==> src/rtl/ddr_req_arbiter.sv <==
// ddr_req_arbiter: round-robin arbiter between fetch bursts and load/store accesses onto one DDR port
module ddr_req_arbiter #(
  parameter int ADDR_W  = 64,
  parameter int DATA_W  = 64,
  parameter int BURST_W = 512,
  parameter int TMO_CYC = 1024
) (
  input  logic               clk,
  input  logic               rst_n,
  input  logic               fe_req_valid,
  input  logic [ADDR_W-1:0]  fe_req_addr,
  output logic               fe_req_ready,
  output logic               fe_resp_valid,
  output logic [BURST_W-1:0] fe_resp_data,
  input  logic               ls_req_valid,
  input  logic               ls_req_write,
  input  logic [ADDR_W-1:0]  ls_req_addr,
  input  logic [DATA_W-1:0]  ls_req_wdata,
  input  logic [DATA_W-1:0]  ls_req_wmask,
  output logic               ls_req_ready,
  output logic               ls_resp_valid,
  output logic [DATA_W-1:0]  ls_resp_rdata,
  output logic               ddr_chip_enable,
  output logic               ddr_write_enable,
  output logic               ddr_burst_mode,
  output logic [ADDR_W-1:0]  ddr_address,
  output logic [DATA_W-1:0]  ddr_write_mask,
  output logic [DATA_W-1:0]  ddr_write_data,
  input  logic [BURST_W-1:0] ddr_burst_read,
  input  logic [DATA_W-1:0]  ddr_read_data,
  input  logic               ddr_ready,
  output logic               tmo_err
);
  localparam int CW = $clog2(TMO_CYC + 1);
  localparam logic [CW-1:0] TMO = CW'(TMO_CYC);
  localparam logic [1:0] IDLE = 2'd0, FE_BUSY = 2'd1, LS_BUSY = 2'd2;
  logic [1:0]         state_q, state_d;
  logic [ADDR_W-1:0]  addr_q, addr_d;
  logic               write_q, write_d;
  logic [DATA_W-1:0]  wdata_q, wdata_d, wmask_q, wmask_d;
  logic               fe_resp_valid_q, fe_resp_valid_d, ls_resp_valid_q, ls_resp_valid_d;
  logic [BURST_W-1:0] fe_resp_data_q, fe_resp_data_d;
  logic [DATA_W-1:0]  ls_resp_rdata_q, ls_resp_rdata_d;
  logic [CW-1:0]      wdog_q, wdog_d;
  logic               tmo_err_q, tmo_err_d;
  logic               last_fe_q, last_fe_d;
  logic               idle, fe_busy, ls_busy, fe_grant, ls_grant;
  assign idle     = state_q == IDLE;
  assign fe_busy  = state_q == FE_BUSY;
  assign ls_busy  = state_q == LS_BUSY;
  assign fe_grant = rst_n && idle && fe_req_valid && (!ls_req_valid || !last_fe_q);
  assign ls_grant = rst_n && idle && ls_req_valid && !fe_grant;
  assign fe_req_ready     = fe_grant;
  assign ls_req_ready     = ls_grant;
  assign fe_resp_valid    = fe_resp_valid_q;
  assign fe_resp_data     = fe_resp_data_q;
  assign ls_resp_valid    = ls_resp_valid_q;
  assign ls_resp_rdata    = ls_resp_rdata_q;
  assign tmo_err          = tmo_err_q;
  assign ddr_chip_enable  = fe_busy || ls_busy;
  assign ddr_burst_mode   = fe_busy;
  assign ddr_write_enable = ls_busy && write_q;
  assign ddr_address      = (fe_busy || ls_busy) ? addr_q : '0;
  assign ddr_write_mask   = ls_busy ? wmask_q : '0;
  assign ddr_write_data   = ls_busy ? wdata_q : '0;
  // Accept a request in IDLE, complete it on ddr_ready, or abandon it when the watchdog expires
  always_comb begin
    state_d         = state_q;
    addr_d          = addr_q;
    write_d         = write_q;
    wdata_d         = wdata_q;
    wmask_d         = wmask_q;
    fe_resp_valid_d = 1'b0;
    ls_resp_valid_d = 1'b0;
    fe_resp_data_d  = fe_resp_data_q;
    ls_resp_rdata_d = ls_resp_rdata_q;
    wdog_d          = wdog_q;
    tmo_err_d       = tmo_err_q;
    last_fe_d       = last_fe_q;
    if (fe_grant || ls_grant) begin
      state_d   = fe_grant ? FE_BUSY : LS_BUSY;
      addr_d    = fe_grant ? fe_req_addr : ls_req_addr;
      write_d   = ls_grant && ls_req_write;
      wdata_d   = ls_req_wdata;
      wmask_d   = ls_req_wmask;
      wdog_d    = '0;
      last_fe_d = fe_grant;
    end else if (!idle && ddr_ready) begin
      state_d         = IDLE;
      fe_resp_valid_d = fe_busy;
      ls_resp_valid_d = ls_busy;
      fe_resp_data_d  = fe_busy ? ddr_burst_read : fe_resp_data_q;
      ls_resp_rdata_d = ls_busy ? (write_q ? '0 : ddr_read_data) : ls_resp_rdata_q;
    end else if (!idle) begin
      wdog_d    = (wdog_q == TMO) ? wdog_q : wdog_q + 1'b1;
      state_d   = (wdog_d == TMO) ? IDLE : state_q;
      tmo_err_d = tmo_err_q || (wdog_d == TMO);
    end
  end
  // State and datapath registers with synchronous active-low reset
  always_ff @(posedge clk) begin
    if (!rst_n) begin
      state_q         <= IDLE;
      addr_q          <= '0;
      write_q         <= 1'b0;
      wdata_q         <= '0;
      wmask_q         <= '0;
      fe_resp_valid_q <= 1'b0;
      ls_resp_valid_q <= 1'b0;
      fe_resp_data_q  <= '0;
      ls_resp_rdata_q <= '0;
      wdog_q          <= '0;
      tmo_err_q       <= 1'b0;
      last_fe_q       <= 1'b0;
    end else begin
      state_q         <= state_d;
      addr_q          <= addr_d;
      write_q         <= write_d;
      wdata_q         <= wdata_d;
      wmask_q         <= wmask_d;
      fe_resp_valid_q <= fe_resp_valid_d;
      ls_resp_valid_q <= ls_resp_valid_d;
      fe_resp_data_q  <= fe_resp_data_d;
      ls_resp_rdata_q <= ls_resp_rdata_d;
      wdog_q          <= wdog_d;
      tmo_err_q       <= tmo_err_d;
      last_fe_q       <= last_fe_d;
    end
  end
endmodule

==> config.mk <==
export PLATFORM = sky130hd
export DESIGN_NAME = ddr_req_arbiter
export DESIGN_NICKNAME = d
export VERILOG_FILES = /design/src/rtl/ddr_req_arbiter.sv
export SDC_FILE = /design/constraint.sdc
export NUM_CORES = 2
export LEC_CHECK = 0
export BUFFER_PORTS_ARGS = -buffer_cell sky130_fd_sc_hd__buf_2
export CORE_AREA = 2 2 620 622
export DETAILED_ROUTE_END_ITERATION = 6
export DIE_AREA = 0 0 622 624
export HOLD_SLACK_MARGIN = 0.15
export PLACE_DENSITY = 0.3
export SLEW_MARGIN = 20
export SYNTH_ARGS = -nofsm -noshare
export SYNTH_HDL_FRONTEND = slang
export SYNTH_SLANG_ARGS = --single-unit
export TNS_END_PERCENT = 20
==> constraint.sdc <==
create_clock -name clk -period 2.45 [get_ports clk]
set_clock_uncertainty 0.15 [all_clocks]
set_input_delay 0.1225 -clock clk [delete_from_list [all_inputs] [get_ports clk]]
set_output_delay 0.1225 -clock clk [all_outputs]
set_load 0.02 [all_outputs]
; After elaboration in Yosys (flattened, before gate mapping)
; Index checks and enable logic that the tools add are counted.
[word_totals]
ff_bits = 786
input_bits = 838
out_inout_bits = 776
word_cells = 58
[classes]
n_addsub = 1
n_eq_ne = 5
muxes = 11
bitwise_logic = 4
reduce_logical = 25
[op_table]
columns = op, count
row1 = 64-bit two-way mux, 5
row2 = 11-bit == test (second input constant), 2
row3 = 11-bit by 1-bit adder with 11-bit output (second input constant), 1
row4 = 11-bit two-way mux, 1
row5 = 2-bit two-way mux, 5
row6 = 3-bit AND reduction, 3
row7 = 1-bit logical AND, 8
row8 = 1-bit logical NOT, 4
row9 = 1-bit logical OR, 4
row10 = 1-bit NOT, 4
row11 = 2-bit AND reduction, 2
row12 = 3-bit by 1-bit != test with 1-bit output (second input constant), 1
row13 = 3-bit nonzero test, 1
row14 = 3-bit OR reduction, 1
row15 = 2-bit by 1-bit == test with 1-bit output (second input constant), 1
row16 = 2-bit == test (second input constant), 1
row17 = 2-bit logical NOT, 1
row18 = 2-bit OR reduction, 1

; Longest topological paths before layout
[depth]
ltp_word = 9
mapped_depth = 9
mapped_depth_nobuf = 7

; Worst setup path before layout
; OpenSTA, ideal clock, no wires.
[synth_path]
kind = register to register
from = register state_q[0]
to = register fe_resp_data_q[481] (netlist: fe_resp_data[481])
setup_time_ps = 70
t_arrival_ps = 1910
t_required_ps = 2230
setup_slack_ps = 319
stages_incl_launch_ff = 10
path_buffers = 3
period_less_slack_ps = 2131
path_cell_list = dfxtp_1 -> inv_1 -> ha_1 -> nor2b_1 -> and2_1 -> clkbuf_1 -> clkbuf_1 -> buf_1 -> nand2_1 -> a21oi_1
[synth_via]
elab_chain_cells = 9
elab_cells_between_ends = 13
classes_between = eq/ne (1) / bitwise (1) / reduce/logical (11)
[synth_rtl]
columns = element, line
row1 = from (decl), 37  ; logic [1:0] state_q, state_d;
row2 = from (signal assigned), 116  ; state_q <= state_d;
row3 = 2-bit logical NOT, 48  ; assign idle = state_q == IDLE;
row4 = 1-bit logical AND, "51, 52"
row5 = 1-bit logical AND (2 in a row), 51  ; assign fe_grant = rst_n && idle && fe_req_valid && (!ls_req_valid || !last_fe_q);
row6 = 1-bit logical NOT, 52  ; assign ls_grant = rst_n && idle && ls_req_valid && !fe_grant;
row7 = 1-bit logical AND, 52
row8 = 1-bit logical OR, 80  ; if (fe_grant || ls_grant) begin
row9 = 1-bit NOT (no line), --
row10 = 3-bit AND reduction (no line) (*), --
row11 = to (signal assigned), 123  ; fe_resp_data_q <= fe_resp_data_d;
row12 = to (decl), 42  ; logic [BURST_W-1:0] fe_resp_data_q, fe_resp_data_d;
; Mark *: on every way between the ends. The rest lies on a longest branch, timed or not.
; A chain may end at the register's enable or synchronous reset.

; Worst setup path after layout
[layout_path]
from = register state_q[0]
to = output port ddr_write_mask[45]
[layout_via]
elab_chain_cells = 2
[layout_rtl]
columns = element, line
row1 = 2-bit == test, 50  ; assign ls_busy = state_q == LS_BUSY;
row2 = named net ls_busy, 47  ; logic idle, fe_busy, ls_busy, fe_grant, ls_grant;
row3 = 64-bit two-way mux, 64  ; assign ddr_write_mask = ls_busy ? wmask_q : '0;
row4 = to (decl), 27  ; output logic [DATA_W-1:0] ddr_write_mask,
; The timed path passes the listed nets, and every way through them passes these cells.

==> results.cfg <==
[min_path]
hold_class = primary input to register

[critical_path]
slowest_delay_ns = 0.33
reg2reg_from = state_q[1]
path_depth = 6
cp_data_required_time_ns = 2.18
crit_chain = inv_4, ha_4, buf_12, buf_16, and2_1, buf_4
startpoint = state_q[0]
critPathTopFamily = buffers and inverters
reg2reg_to = wdata_q[45]
arrival_ns = 2.19
setup.worst_path.end = ddr_write_mask[45]
cp-start-kind = register
crit_path_max_fanout = 25
reg2reg_slack_ns = 0.03
r2r.worst_path.cells = 11
crit_buf_inv = 4
slowest_stage = dfxtp_2
crit_type = register to output pin
end_kind = output pin

[route]
num_vias = 40690
via_per_inst = 3.317
drt-pass1-iter-count = 6
drt_first_iter_violations = 2394
ant_nets = 0
wire_per_inst_um = 25.58
wl_um = 313800
drc = 0

[logic_synthesis]
ys_seq_area_share_pct = 54.24
synth.most_common_cell = nand2_1
syn_area_per_cell_um2 = 7.744
yosys_warnings = 0
ys_top_cells_by_count = 1,419 x nand2_1, 786 x dfxtp_1, 709 x a21oi_1, 281 x clkbuf_1, 195 x and2_1
synth_fp_nets = 4589
synthFlopType = dfxtp_1
synth_top_area_share_pct = 54.24
synth_cells = 3746
synth_edf_count = 0
synth-async-reset-ratio_pct = 0
synth_area_leaders = dfxtp_1 54%, nand2_1 18%, a21oi_1 12%
syn_area_um2 = 29010
ys_seq_elements = 786
synth_cell_types = 38
yosys.area.top_type = dfxtp_1

[job]
cap_violations = 0

[power_and_ir_drop]
power_density_nw_per_um2 = 730.6
p_leak_nw = 27.47
ir_drop_mv = 0.5839

[place]
gp_congestion = 0.9166
hpwl_um = 262100
place_inst = 10240
port_buffers = 1613

[clocking]
clock_sinks = 786
clk_latency_ns = 0.82
htreeDepth = 3
clockRootBuffer = clkbuf_16
cts_tree = built
cts_made_buffers = 115
cts.reportedPaths.clkPinSlew_ns = 0.06
cts.path.max_buffers = 4

[floorplan]
die_x_um = 622
die_area_um2 = 388100
chipHeight_um = 624
row_count = 227
start_util_pct = 7.610
coreArea_um2 = 381200
io_pins = 1614

[timing]
slew_viol_final = 0
finalHoldViolations = 0
max_freq_ghz = 0.4067
fin_crit_sh_pct = 100.4
hold_slack_ns = 0.1923
tightest_slew_ns = 0.9085
grt_setup_unrepaired = true
setup_viol = 2
fin_ws_ns = -0.009047
fin_crit_ns = 2.459
max_slew_margin_pct = 39.21
fin_tns_setup_ns = -0.01021

[cells_and_area]
area_growth_pct = 132.0
drive_above_1_share_pct = 29.74
finalNetCount = 7932
final-instance-count-excl-fill = 12270
n_fill_cell = 43320

[global_route]
antenna_found_initial = 162
grt_use_total_pct = 15.44
grt_pass1_vias = 41320
grt_pass1_wl_um = 402800
grt_start_max_net_pins = 100
overflow = 0

[run_status]
outcome = finished with violations
violations = negative setup slack
-- per-stage QoR --
stage	util, %	instance area [um2]	power, mW	setup WS [ns]
global placement	11.54	44000	27.29	0.07726
CTS	17.51	66730	49.49	-0.1105
detailed placement	11.54	44000	27.29	0.09161
global route	17.64	67240	51.53	-0.09911
finish	17.66	67310	49.17	-0.009047
floorplan	-	29010	20.67	0.3193
-- report_power, final --
part | internal (mW) | switching, mW | leakage (nW)
sequential | 14.2 | 0.862 | 6.37
clock | 9.95 | 7.01 | 1.84
combinational | 7.12 | 10.0 | 19.3
total | 31.3 | 17.9 | 27.5
-- cell type report --
cell class | count | area, um2 | area share (%)
repair buffers | 3526 | 28800 | 42.79
flip-flops and latches | 786 | 15740 | 23.39
multi-input cells | 2654 | 12570 | 18.68
well taps | 5038 | 6304 | 9.365
clock buffers | 170 | 3356 | 4.986
clock inverters | 37 | 372.9 | 0.5540
diodes | 48 | 120.1 | 0.1785
inverters | 6 | 42.54 | 0.06320
-- sequential cells by signal, indices dropped and copies added (netlist names), 2 cells and up --
signal,flops
fe_resp_data,512
wdata_q,64
addr_q,64
state_q,2
wdog_q,11
ls_resp_rdata,64
wmask_q,64
-- worst min-delay path by stage --
stage	start	endpoint	slack, ns	depth (start not counted)
after global placement	ddr_burst_read[428]	fe_resp_data[428]	0.21	3
final	ddr_burst_read[500]	fe_resp_data[500]	0.19	4
after CTS	ddr_read_data[28]	ls_resp_rdata[28]	0.15	5
after floorplan	ls_req_wdata[0]	wdata_q[0]	0.11	2
after global routing	ddr_burst_read[501]	fe_resp_data[501]	0.21	4
after detailed placement	ddr_burst_read[464]	fe_resp_data[464]	0.22	3
-- layout by cell type (no fill, tap or decap), types with 19 or more instances in the layout --
| cell type | n |
|---|---|
| nor2_1 | 144 |
| diode_2 | 48 |
| dfxtp_1 | 783 |
| buf_8 | 19 |
| a21oi_1 | 702 |
| buf_6 | 130 |
| nand2_1 | 1416 |
| a311oi_1 | 64 |
| buf_12 | 50 |
| clkbuf_16 | 122 |
| clkbuf_1 | 29 |
| buf_4 | 141 |
| clkinv_2 | 19 |
| clkbuf_8 | 25 |
| dlygate4sd3_1 | 1726 |
| nor3b_1 | 67 |
| and2_4 | 130 |
| buf_2 | 1439 |
| and2_1 | 59 |
-- logic make-up (layout without fill, tap and decap cells) --
logic type / after synthesis / in the layout / synth area share [%]
mux: 1 / 1 / 0.03451
fa+ha+maj: 5 / 5 / 0.2157
other cells: 0 / 48 / 0
flops: 786 / 786 / 54.24
buf+inv: 306 / 3739 / 3.973
xor+xnor: 9 / 9 / 0.2717
compound gates: 788 / 788 / 14.56
simple gates: 1851 / 1851 / 26.70
-- worst reg2reg max path, stage by stage, from the launching register on --
cell	delay [ns]
dfxtp_4	0.38
inv_4	0.04
ha_4	0.17
and2_4	0.18
buf_4	0.14
o21a_4	0.15
buf_12	0.16
clkbuf_16	0.17
buf_6	0.13
nand2_1	0.05
dlygate4sd3_1	0.54
a21oi_1	0.06
-- timing repair --
action                                   CTS  global route
setup buffers                             12             8
gates resized for setup                  431            86
gates cloned                              10             6
hold buffers                            1734             0
endpoints found under the setup margin   196           258
endpoints found under the hold margin    786             0
pin swaps                                 54            53
-- per-layer routing --
metal | part of all wire [%] | global-route usage [%] | wire length (um)
met5 | 0.11 | 0 | 353
met4 | 3.2 | 4.249 | 10040
met3 | 13 | 8.696 | 41300
met2 | 46 | 25.76 | 145200
met1 | 37 | 16.64 | 117000
(Power assumes the default switching activity.)
